### src/rtl/imem_dmem_arbiter.sv
// Shares one single-port memory between instruction fetch and the MEM-stage load/store port.
// Latency: grant one cycle after a request is seen in IDLE, done combinationally on mem_ready (earliest same cycle as grant+1).
// Backpressure: requesters hold req until done; pipeline stalls via pc_write/if_id_write/pipe_hold; watchdog aborts hung accesses.
module imem_dmem_arbiter #(
  parameter int ADDR_W  = 32,
  parameter int DATA_W  = 32,
  parameter int TIMEOUT = 255
) (
  input  logic              clk,
  input  logic              rst,
  // instruction fetch port
  input  logic              if_req,
  input  logic [ADDR_W-1:0] if_addr,
  output logic              if_done,
  output logic [DATA_W-1:0] if_rdata,
  // data (load/store) port
  input  logic              d_req,
  input  logic              d_we,
  input  logic [ADDR_W-1:0] d_addr,
  input  logic [DATA_W-1:0] d_wdata,
  output logic              d_done,
  output logic [DATA_W-1:0] d_rdata,
  // unified memory port
  output logic              mem_req,
  output logic              mem_we,
  output logic [ADDR_W-1:0] mem_addr,
  output logic [DATA_W-1:0] mem_wdata,
  input  logic [DATA_W-1:0] mem_rdata,
  input  logic              mem_ready,
  // pipeline stall controls
  output logic              pc_write,
  output logic              if_id_write,
  output logic              pipe_hold,
  output logic              bus_err
);

  // wait_cnt never exceeds TIMEOUT-1, so clog2(TIMEOUT) bits are enough.
  localparam int CNT_W = (TIMEOUT < 2) ? 1 : $clog2(TIMEOUT);
  localparam logic [CNT_W-1:0] CNT_LAST = CNT_W'(TIMEOUT - 1);

  typedef enum logic [1:0] {
    IDLE  = 2'd0,
    FETCH = 2'd1,
    DATA  = 2'd2
  } state_t;

  typedef enum logic {
    GR_FETCH = 1'b0,
    GR_DATA  = 1'b1
  } grant_t;

  state_t            state;
  state_t            state_nxt;
  grant_t            last_grant;
  logic [CNT_W-1:0]  wait_cnt;
  logic [ADDR_W-1:0] req_addr;
  logic              req_we;
  logic [DATA_W-1:0] req_wdata;

  logic              active;
  logic              hit;
  logic              abort;
  logic              complete;
  logic              grant_f;
  logic              grant_d;

  // Next-state, grant decisions and completion/abort detection.
  always_comb begin
    state_nxt = state;
    grant_f   = 1'b0;
    grant_d   = 1'b0;
    active    = (state != IDLE);
    // mem_ready wins over the watchdog when both land in the same cycle
    hit       = active & mem_ready;
    abort     = active & ~mem_ready & (wait_cnt == CNT_LAST);
    complete  = hit | abort;
    case (state)
      IDLE: begin
        // Data wins a tie unless it had the previous grant: strict alternation.
        if (d_req && (!if_req || last_grant == GR_FETCH)) begin
          state_nxt = DATA;
          grant_d   = 1'b1;
        end else if (if_req) begin
          state_nxt = FETCH;
          grant_f   = 1'b1;
        end
      end
      FETCH, DATA: begin
        if (complete) begin
          state_nxt = IDLE;
        end
      end
      default: state_nxt = IDLE;
    endcase
  end

  // State register.
  always_ff @(posedge clk) begin
    if (rst) begin
      state <= IDLE;
    end else begin
      state <= state_nxt;
    end
  end

  // Request latches, fairness memory, watchdog counter and sticky error flag.
  always_ff @(posedge clk) begin
    if (rst) begin
      last_grant <= GR_FETCH;
      wait_cnt   <= '0;
      bus_err    <= 1'b0;
      req_addr   <= '0;
      req_we     <= 1'b0;
      req_wdata  <= '0;
    end else begin
      if (grant_d) begin
        req_addr   <= d_addr;
        req_we     <= d_we;
        req_wdata  <= d_wdata;
        last_grant <= GR_DATA;
        wait_cnt   <= '0;
      end else if (grant_f) begin
        req_addr   <= if_addr;
        req_we     <= 1'b0;
        req_wdata  <= '0;
        last_grant <= GR_FETCH;
        wait_cnt   <= '0;
      end else if (active && !mem_ready && !abort) begin
        wait_cnt <= wait_cnt + 1'b1;
      end
      if (abort) begin
        bus_err <= 1'b1;
      end
    end
  end

  // Memory handshake driven from the latched request so it is stable for the whole access.
  always_comb begin
    mem_req   = active;
    mem_we    = (state == DATA) & req_we;
    mem_addr  = req_addr;
    mem_wdata = req_wdata;
  end

  // Done pulses and read-data routing; a reset cycle drops the access without a done.
  always_comb begin
    if_done  = (state == FETCH) & complete & ~rst;
    d_done   = (state == DATA)  & complete & ~rst;
    if_rdata = (if_done && hit) ? mem_rdata : '0;
    d_rdata  = (d_done && hit && !req_we) ? mem_rdata : '0;
  end

  // Pipeline freeze: anything still waiting on memory holds the front end.
  always_comb begin
    pipe_hold   = d_req & ~d_done;
    pc_write    = ~((if_req & ~if_done) | pipe_hold);
    if_id_write = pc_write;
  end

endmodule
### config.mk
export PLATFORM = sky130hd
export DESIGN_NAME = imem_dmem_arbiter
export DESIGN_NICKNAME = d
export VERILOG_FILES = /design/src/rtl/imem_dmem_arbiter.sv
export SDC_FILE = /design/constraint.sdc
export NUM_CORES = 1
export LEC_CHECK = 0
export ABC_CLOCK_PERIOD_IN_PS = 4000
export CORE_MARGIN = 10
export CORE_UTILIZATION = 37
export CTS_CLUSTER_SIZE = 10
export DETAILED_ROUTE_END_ITERATION = 10
export GPL_TIMING_DRIVEN = 0
export MAX_ROUTING_LAYER = met4
export PLACE_DENSITY = 0.95
export SLEW_MARGIN = 10
export SYNTH_ARGS = -nofsm -noshare
export SYNTH_HDL_FRONTEND = slang
export SYNTH_SLANG_ARGS = --single-unit
### constraint.sdc
create_clock -name clk -period 4 [get_ports clk]
set_input_delay 0.8 -clock clk [delete_from_list [all_inputs] [get_ports clk]]
set_output_delay 0.8 -clock clk [all_outputs]
set_load 0.01 [all_outputs]
# After elaboration in Yosys (flattened, before gate mapping)
# Index checks and enable logic that the tools add are counted.
# totals
register_bits,77
in_bits,134
output_inout_bits,136
wordCells,66
# classes
addsub,1
n_eq_ne,5
n_mux,18
n_bitwise,18
n_reduce_logical,17
# op_table
operator,n
two-way mux 32 bit,6
AND 1 bit,10
adder 8 x 1 -> 8 bit (second input constant),1
equality test 8 bit (second input constant),1
two-way mux 1 bit,8
logical AND 1 bit,6
two-way mux 2 bit,3
NOT 1 bit,6
logical NOT 1 bit,4
one-hot mux 2 bit (2 select lines),1
nonzero test 2 bit,2
inequality test 3 bit (second input constant),1
OR reduction 3 bit,1
equality test 2 x 1 -> 1 bit (second input constant),1
equality test 2 bit (second input constant),1
logical NOT 2 bit,1
inequality test 2 bit (second input constant),1
bitwise OR 1 bit,2
AND reduction 2 bit,1
OR reduction 2 bit,1
logical OR 1 bit,1

# Longest topological paths before layout
# Gate-level depths: netlist of run 1.
# logic_depth
ltp_word,10
mapped_depth,8
mapped_depth_nobuf,6

# Least setup slack after synthesis of run 1
# No wires, ideal clock.
# synth_path
path_kind,input port to output port
from,input port rst
to,output port d_rdata[10]
arrival_ns,1.630
required_time_ns,3.200
setup_slack_ns,1.570
path_stages,4
n_path_buf,1
cell_sequence,nor2_1 -> and4b_1 -> clkbuf_1 -> and2_1
# synth_between
elab_chain_cells,5
# synth_lines
item,line,text
"start, declared",10,"input logic rst,"
NOT 1 bit,148,d_done = (state == DATA) & complete & ~rst;
AND 1 bit,148,
logical AND 1 bit (2 in a row),150,d_rdata = (d_done && hit && !req_we) ? mem_rdata : '0;
two-way mux 32 bit,150,
"end, declared",22,"output logic [DATA_W-1:0] d_rdata,"
# Every way passes these cells.

# Worst setup path in the final report of run 1
# layout_path
from,input port rst
to,output port d_rdata[25]
# The elaborated chain is that of the path after synthesis.

==> results_dict.tcl, run 1 <==
set metrics [dict create \
    final_layout_size_suffix_gt1_frac 0.0475 \
    dr.first_iter.drc_count 175 \
    hold_class "flip-flop to flip-flop" \
    final_common_cell "clkdlybuf4s50_1" \
    cts_buffers 9 \
    grt_overflow 0 \
    final_area_um2 6620 \
    ios 270 \
    clock-sinks 77 \
    drc_errors 0 \
    required_ns 3.20 \
    hold-path-endpoint "mem_wdata[6]$_SDFFE_PP0P_" \
    rrSetupSlack_ns 2.01 \
    final_cell_mix "269 x clkdlybuf4s50_1, 77 x dfxtp_1, 67 x and2_1, 41 x nor2_1" \
    areaGrowthSynthToFinish_pct 87.1 \
    status "completed" \
    rsz0062_at_grt "false" \
    chipWidth_um 118 \
    hold_violations 0 \
    hpwl_um 12900 \
    grt_usage 0.211 \
    place_area_um2 6390 \
    grt_pass1_wl_um 23000 \
    hold_depth 1 \
    ys_types 39 \
    critPathKind "input pin to primary output" \
    synth-async-reset-ratio 0 \
    port_buffers 269 \
    num_rows 35 \
    slowest_delay_ns 0.58 \
    grt_pass1_vias 4156 \
    worstRegToRegCells 6 \
    fmax_mhz 271 \
    coreArea_um2 9280 \
    cts_root_buf "clkbuf_8" \
    clkLatencyLatePin_ns 0.33 \
    syn_area_per_cell_um2 9.64 \
    drtAntennaViolNets 0 \
    slew_violations 0 \
    critical_path.top_delay_family "buffers and inverters" \
    skew_ns 0.0101 \
    avgRoutedWirePerCell_um 19.1 \
    cts_resized 0 \
    clockBufferDepth 2 \
    routed_wl_um 15000 \
    nNetsFinal 786 \
    worst_pin_slew_ns 0.496 \
    dr.pass1.iters 5 \
    worst_setup_path_end_kind "primary output" \
    die_area_um2 13900 \
    synth_enable_flop_cells 0 \
    routed_via_density 4.92 \
    cts_setup_buffers 0 \
    synth-seq-area-share 0.436 \
    fin_setup_tns_ns 0 \
    worstPathCellList "clkdlybuf4s50_1, nor2_1, and4b_1, clkbuf_1, and2_1, clkdlybuf4s50_1" \
    slew_headroom 0.669 \
    critical_path.startpoint_type "input pin" \
    powerDensity_nw_per_um2 490 \
    max_cap_viol_count 0 \
    cp_max_fo 10 \
    crit_slowest_cell "clkdlybuf4s50_1" \
    r2r_end "mem_wdata[29]$_SDFFE_PP0P_" \
    start_util 0.381 \
    antenna_found_initial 1 \
    fin_crit_sh 0.922 \
    cts_max_level 3 \
    vias 3844 \
    gp_congestion 0.853 \
    die_h_um 118 \
    tritoncts "done" \
    cpMostUsedCell "clkdlybuf4s50_1" \
    ys.flop_type "dfxtp_1" \
    worstPathArrival_ns 2.89 \
    cts_hold_buf 0 \
    yosys_warnings 0 \
    crit_buf_inv 3 \
    max-vdd-ir-drop_v 0.000339 \
    setup_viol 0 \
    timing.rr.start "state[0]$_SDFFE_PP0P_" \
    path_clk_slew_ns 0.08 \
    synthesis.area_um2 3540 \
    ys_ff_latch 77 \
    fin_crit_ns 3.69 \
    min_from "mem_wdata[6]$_SDFFE_PP0P_" \
    synth_nets 506 \
    p_leak_nw 2.57 \
    synthCells 367 \
    grt_max_degree 14 \
]
-- area by class of cell --
type | count | area [um2]
plain buffers | 30 | 181
well taps | 129 | 161
diodes | 1 | 2.50
fillers | 694 | 2670
clock buffers | 11 | 141
flip-flops and latches | 77 | 1540
inverters | 6 | 22.5
repair buffers | 269 | 2690
clock inverters | 5 | 82.6
multi-input cells | 254 | 1790
-- metal layers --
| metal | vias up | part of all wire | track usage |
|---|---|---|---|
| met5 | - | 0 | - |
| met4 | 0 | 0.016 | 0.0688 |
| met3 | 14 | 0.082 | 0.0734 |
| met2 | 185 | 0.53 | 0.381 |
| met1 | 1789 | 0.37 | 0.206 |
| li1 | 1856 | - | - |
-- synth_stat cells (all sizes together), types with 2 or more instances --
cell      n  area, um2
a211oi   33        248
a21oi     2       10.0
a22o     33        289
a31oi     3       18.8
and2     67        419
and3      3       18.8
and4b     2       20.0
buf      14        121
clkbuf   16       60.1
dfxtp    77       1540
ha        5       62.6
inv       6       22.5
mux2i    32        320
nand3     2       10.0
nand3b    2       15.0
nor2     42        160
nor2b     2       12.5
nor3b     2       15.0
o21a      2       15.0
o21ai     4       20.0
o2bb2ai   2       17.5
xor2      4       35.0
-- metrics by stage --
| step | power, mW | utilization | instances | hold slack (ns) | worst slack, ns |
|---|---|---|---|---|---|
| floorplan | 1.84 | - | 367 | 0.426 | 1.57 |
| global placement | 2.54 | 0.688 | 765 | 0.452 | 0.337 |
| detailed placement | 2.60 | 0.688 | 765 | 0.459 | 0.287 |
| CTS | 3.26 | 0.713 | 781 | 0.482 | 0.285 |
| global route | 3.42 | 0.713 | 782 | 0.509 | 0.190 |
| finish | 3.24 | 0.713 | 782 | 0.478 | 0.310 |
-- report_power, final --
part           total [mW]  internal [mW]  switching (mW)
clock network       0.655          0.371           0.284
registers            1.09          0.968           0.119
logic                1.50          0.792           0.707
total                3.24           2.13            1.11
-- cells by family (layout without fill, tap and decap cells) --
| group | after synthesis | in the layout | synth area share |
|---|---|---|---|
| flops | 77 | 77 | 0.436 |
| buf+inv | 36 | 321 | 0.0577 |
| simple gates | 128 | 128 | 0.200 |
| other cells | 0 | 1 | 0 |
| fa+ha+maj | 5 | 5 | 0.0177 |
| mux | 32 | 32 | 0.0906 |
| compound gates | 84 | 84 | 0.186 |
| xor+xnor | 5 | 5 | 0.0124 |
-- worst max-delay path by stage --
stage                     startpoint           to  slack [ns]  depth (start not counted)
after global placement           rst  d_rdata[25]        0.34                          6
after floorplan                  rst  d_rdata[10]        1.57                          4
after detailed placement         rst  d_rdata[25]        0.29                          6
after CTS                        rst  d_rdata[25]        0.28                          6
after global routing             rst  d_rdata[25]        0.19                          6
final                            rst  d_rdata[25]        0.31                          6
-- flip-flops by register name, summed over array words and instances, names as in the netlist --
name and cells:
mem_addr 32, req_we 1, bus_err 1, wait_cnt 8, state 2, mem_wdata 32, last_grant 1
No activity file was read; power rests on OpenSTA's default activity.
==> inputs of run 2 (changes only) <==
Settings changed: GPL_TIMING_DRIVEN 0 to not set.
==> run 2 against run 1 <==
  * Routed wire length is 3.5% lower
  * Final area is 2.5% lower
  * Sequential share of layout area is 0.60 points higher
  * Cell count is 3.1% lower
  * Clock power is 16% lower
  * Utilization is 1.8 points lower
  * Setup slack better by 0.25 ns
  * Global-route usage is 0.52 points lower
  * Non-clock buffer count is 24 lower
  * Die area stayed put
  * Register-to-register slack worse by 0.03 ns
  * Critical path type unchanged
  * Highest routed layer unchanged
==> results_dict.tcl, run 2 (synthesis gave the netlist of run 1 again) <==
set metrics [dict create \
    gp_congestion 0.871 \
    grt_pass1_vias 4081 \
    clock-sinks 77 \
    skew_ns 0.0110 \
    p_leak_nw 2.50 \
    place_area_um2 6260 \
    coreArea_um2 9280 \
    grt_usage 0.206 \
    ios 270 \
    critPathKind "input pin to primary output" \
    status "completed" \
    cts_root_buf "clkbuf_8" \
    slew_violations 0 \
    worstRegToRegCells 6 \
    die_h_um 118 \
    rrSetupSlack_ns 1.98 \
    cts_resized 0 \
    power_switching_mw 1.07 \
    p_total_mw 3.05 \
    p_comb_frac 0.465 \
    required_ns 3.20 \
    fill_cells 723 \
    final_layout_size_suffix_gt1_frac 0.0430 \
    crit_start "rst" \
    port_buffers 269 \
    fmax_mhz 290 \
    dr.first_iter.drc_count 188 \
    final_cell_mix "269 x clkdlybuf4s50_1, 77 x dfxtp_1, 67 x and2_1, 41 x nor2_1" \
    worst_pin_slew_ns 0.795 \
    hold_class "flip-flop to flip-flop" \
    seqPwrFrac 0.354 \
    cts_setup_buffers 0 \
    drc_errors 0 \
    fin_setup_tns_ns 0 \
    power.internal_mw 1.97 \
    hpwl_um 12000 \
    critical_path.startpoint_type "input pin" \
    powerDensity_nw_per_um2 472 \
    grt_max_degree 65 \
    multiInputGateArea_um2 1800 \
    nNetsFinal 762 \
    grt_pass1_wl_um 22400 \
    grt_overflow 0 \
    setup_viol 0 \
    antenna_found_initial 1 \
    worst_setup_path_end_kind "primary output" \
    tritoncts "done" \
    final_common_cell "clkdlybuf4s50_1" \
    fin_crit_sh 0.861 \
    clkLatencyLatePin_ns 0.34 \
    worstPathArrival_ns 2.64 \
    die_area_um2 13900 \
    avgRoutedWirePerCell_um 19.0 \
    routed_via_density 4.91 \
    chipWidth_um 118 \
    dr.pass1.iters 4 \
    cts_buffers 9 \
    start_util 0.381 \
    r2r_end "mem_addr[31]$_SDFFE_PP0P_" \
    max_cap_viol_count 0 \
    rsz0062_at_grt "false" \
    routed_wl_um 14400 \
    cts_hold_buf 0 \
    final_util 0.695 \
    p_clk_frac 0.180 \
    areaGrowthSynthToFinish_pct 82.4 \
    path_clk_slew_ns 0.08 \
    seqCellArea_um2 1540 \
    drtAntennaViolNets 0 \
    slew_headroom 0.469 \
    hold_violations 0 \
    final_area_um2 6450 \
    timing.rr.start "state[1]$_SDFFE_PP0P_" \
    cts_max_level 3 \
    endpoint "d_rdata[23]" \
    max-vdd-ir-drop_v 0.000331 \
    power.share.switching 0.352 \
    vias 3720 \
    num_rows 35 \
    fin_crit_ns 3.44 \
    clockBufferDepth 2 \
    cp_max_fo 32 \
]
## run 2: cell types whose count changed in the layout (fill, tap and decap cells not counted), moves of 2 or more
cell,change
buf_4,+5
buf_2,-4
bufinv_16,-2
buf_6,-8
clkbuf_1,-16
## run 2: layer usage
| layer | up-vias | global-route usage | routed length [um] |
|---|---|---|---|
| met1 | 1701 | 0.197 | 5390 |
| met3 | 21 | 0.0753 | 1230 |
| met2 | 186 | 0.370 | 7510 |
| met5 | - | - | 0 |
| met4 | 0 | 0.0757 | 312 |
| li1 | 1812 | - | - |
## run 2: metrics by stage
step                hold slack, ns  worst slack, ns  std cells
finish                       0.477            0.556        758
global route                 0.497            0.345        758
CTS                          0.482            0.532        757
detailed placement           0.456            0.536        741
global placement             0.443            0.550        741
floorplan                    0.426             1.57        367
## run 2: final cells by class
cell class              instances  area share
flip-flops and latches         77       0.239
multi-input cells             254       0.279
repair buffers                275       0.424
clock buffers                  12      0.0240
well taps                     129      0.0250
inverters                       6     0.00349
diodes                          1    0.000388
clock inverters                 4     0.00465
## run 2: worst min-delay path by stage
| stage | startpoint | to | slack (ns) | cells after the start |
|---|---|---|---|---|
| final | mem_wdata[24]$_SDFFE_PP0P_ | mem_wdata[24]$_SDFFE_PP0P_ | 0.48 | 1 |
| after global routing | mem_wdata[1]$_SDFFE_PP0P_ | mem_wdata[1]$_SDFFE_PP0P_ | 0.50 | 1 |
| after CTS | mem_wdata[19]$_SDFFE_PP0P_ | mem_wdata[19]$_SDFFE_PP0P_ | 0.48 | 1 |
| after detailed placement | mem_wdata[24]$_SDFFE_PP0P_ | mem_wdata[24]$_SDFFE_PP0P_ | 0.46 | 1 |
| after global placement | last_grant$_SDFFE_PP0P_ | last_grant$_SDFFE_PP0P_ | 0.44 | 1 |
| after floorplan | last_grant$_SDFFE_PP0P_ | last_grant$_SDFFE_PP0P_ | 0.43 | 1 |
## run 2: power groups by stage
stage	sequential, mW	combinational [mW]	clock, mW
final	1.08	1.42	0.549
after global routing	1.10	1.53	0.597
after CTS	1.08	1.43	0.566
after detailed placement	1.09	1.42	0
after global placement	1.08	1.38	0
after floorplan	1.17	0.672	0
## run 2: critical path: stages
cell	delay [ns]
clkdlybuf4s50_1	0.42
nor2_1	0.22
and4b_1	0.22
buf_4	0.25
and2_1	0.16
clkdlybuf4s50_1	0.56
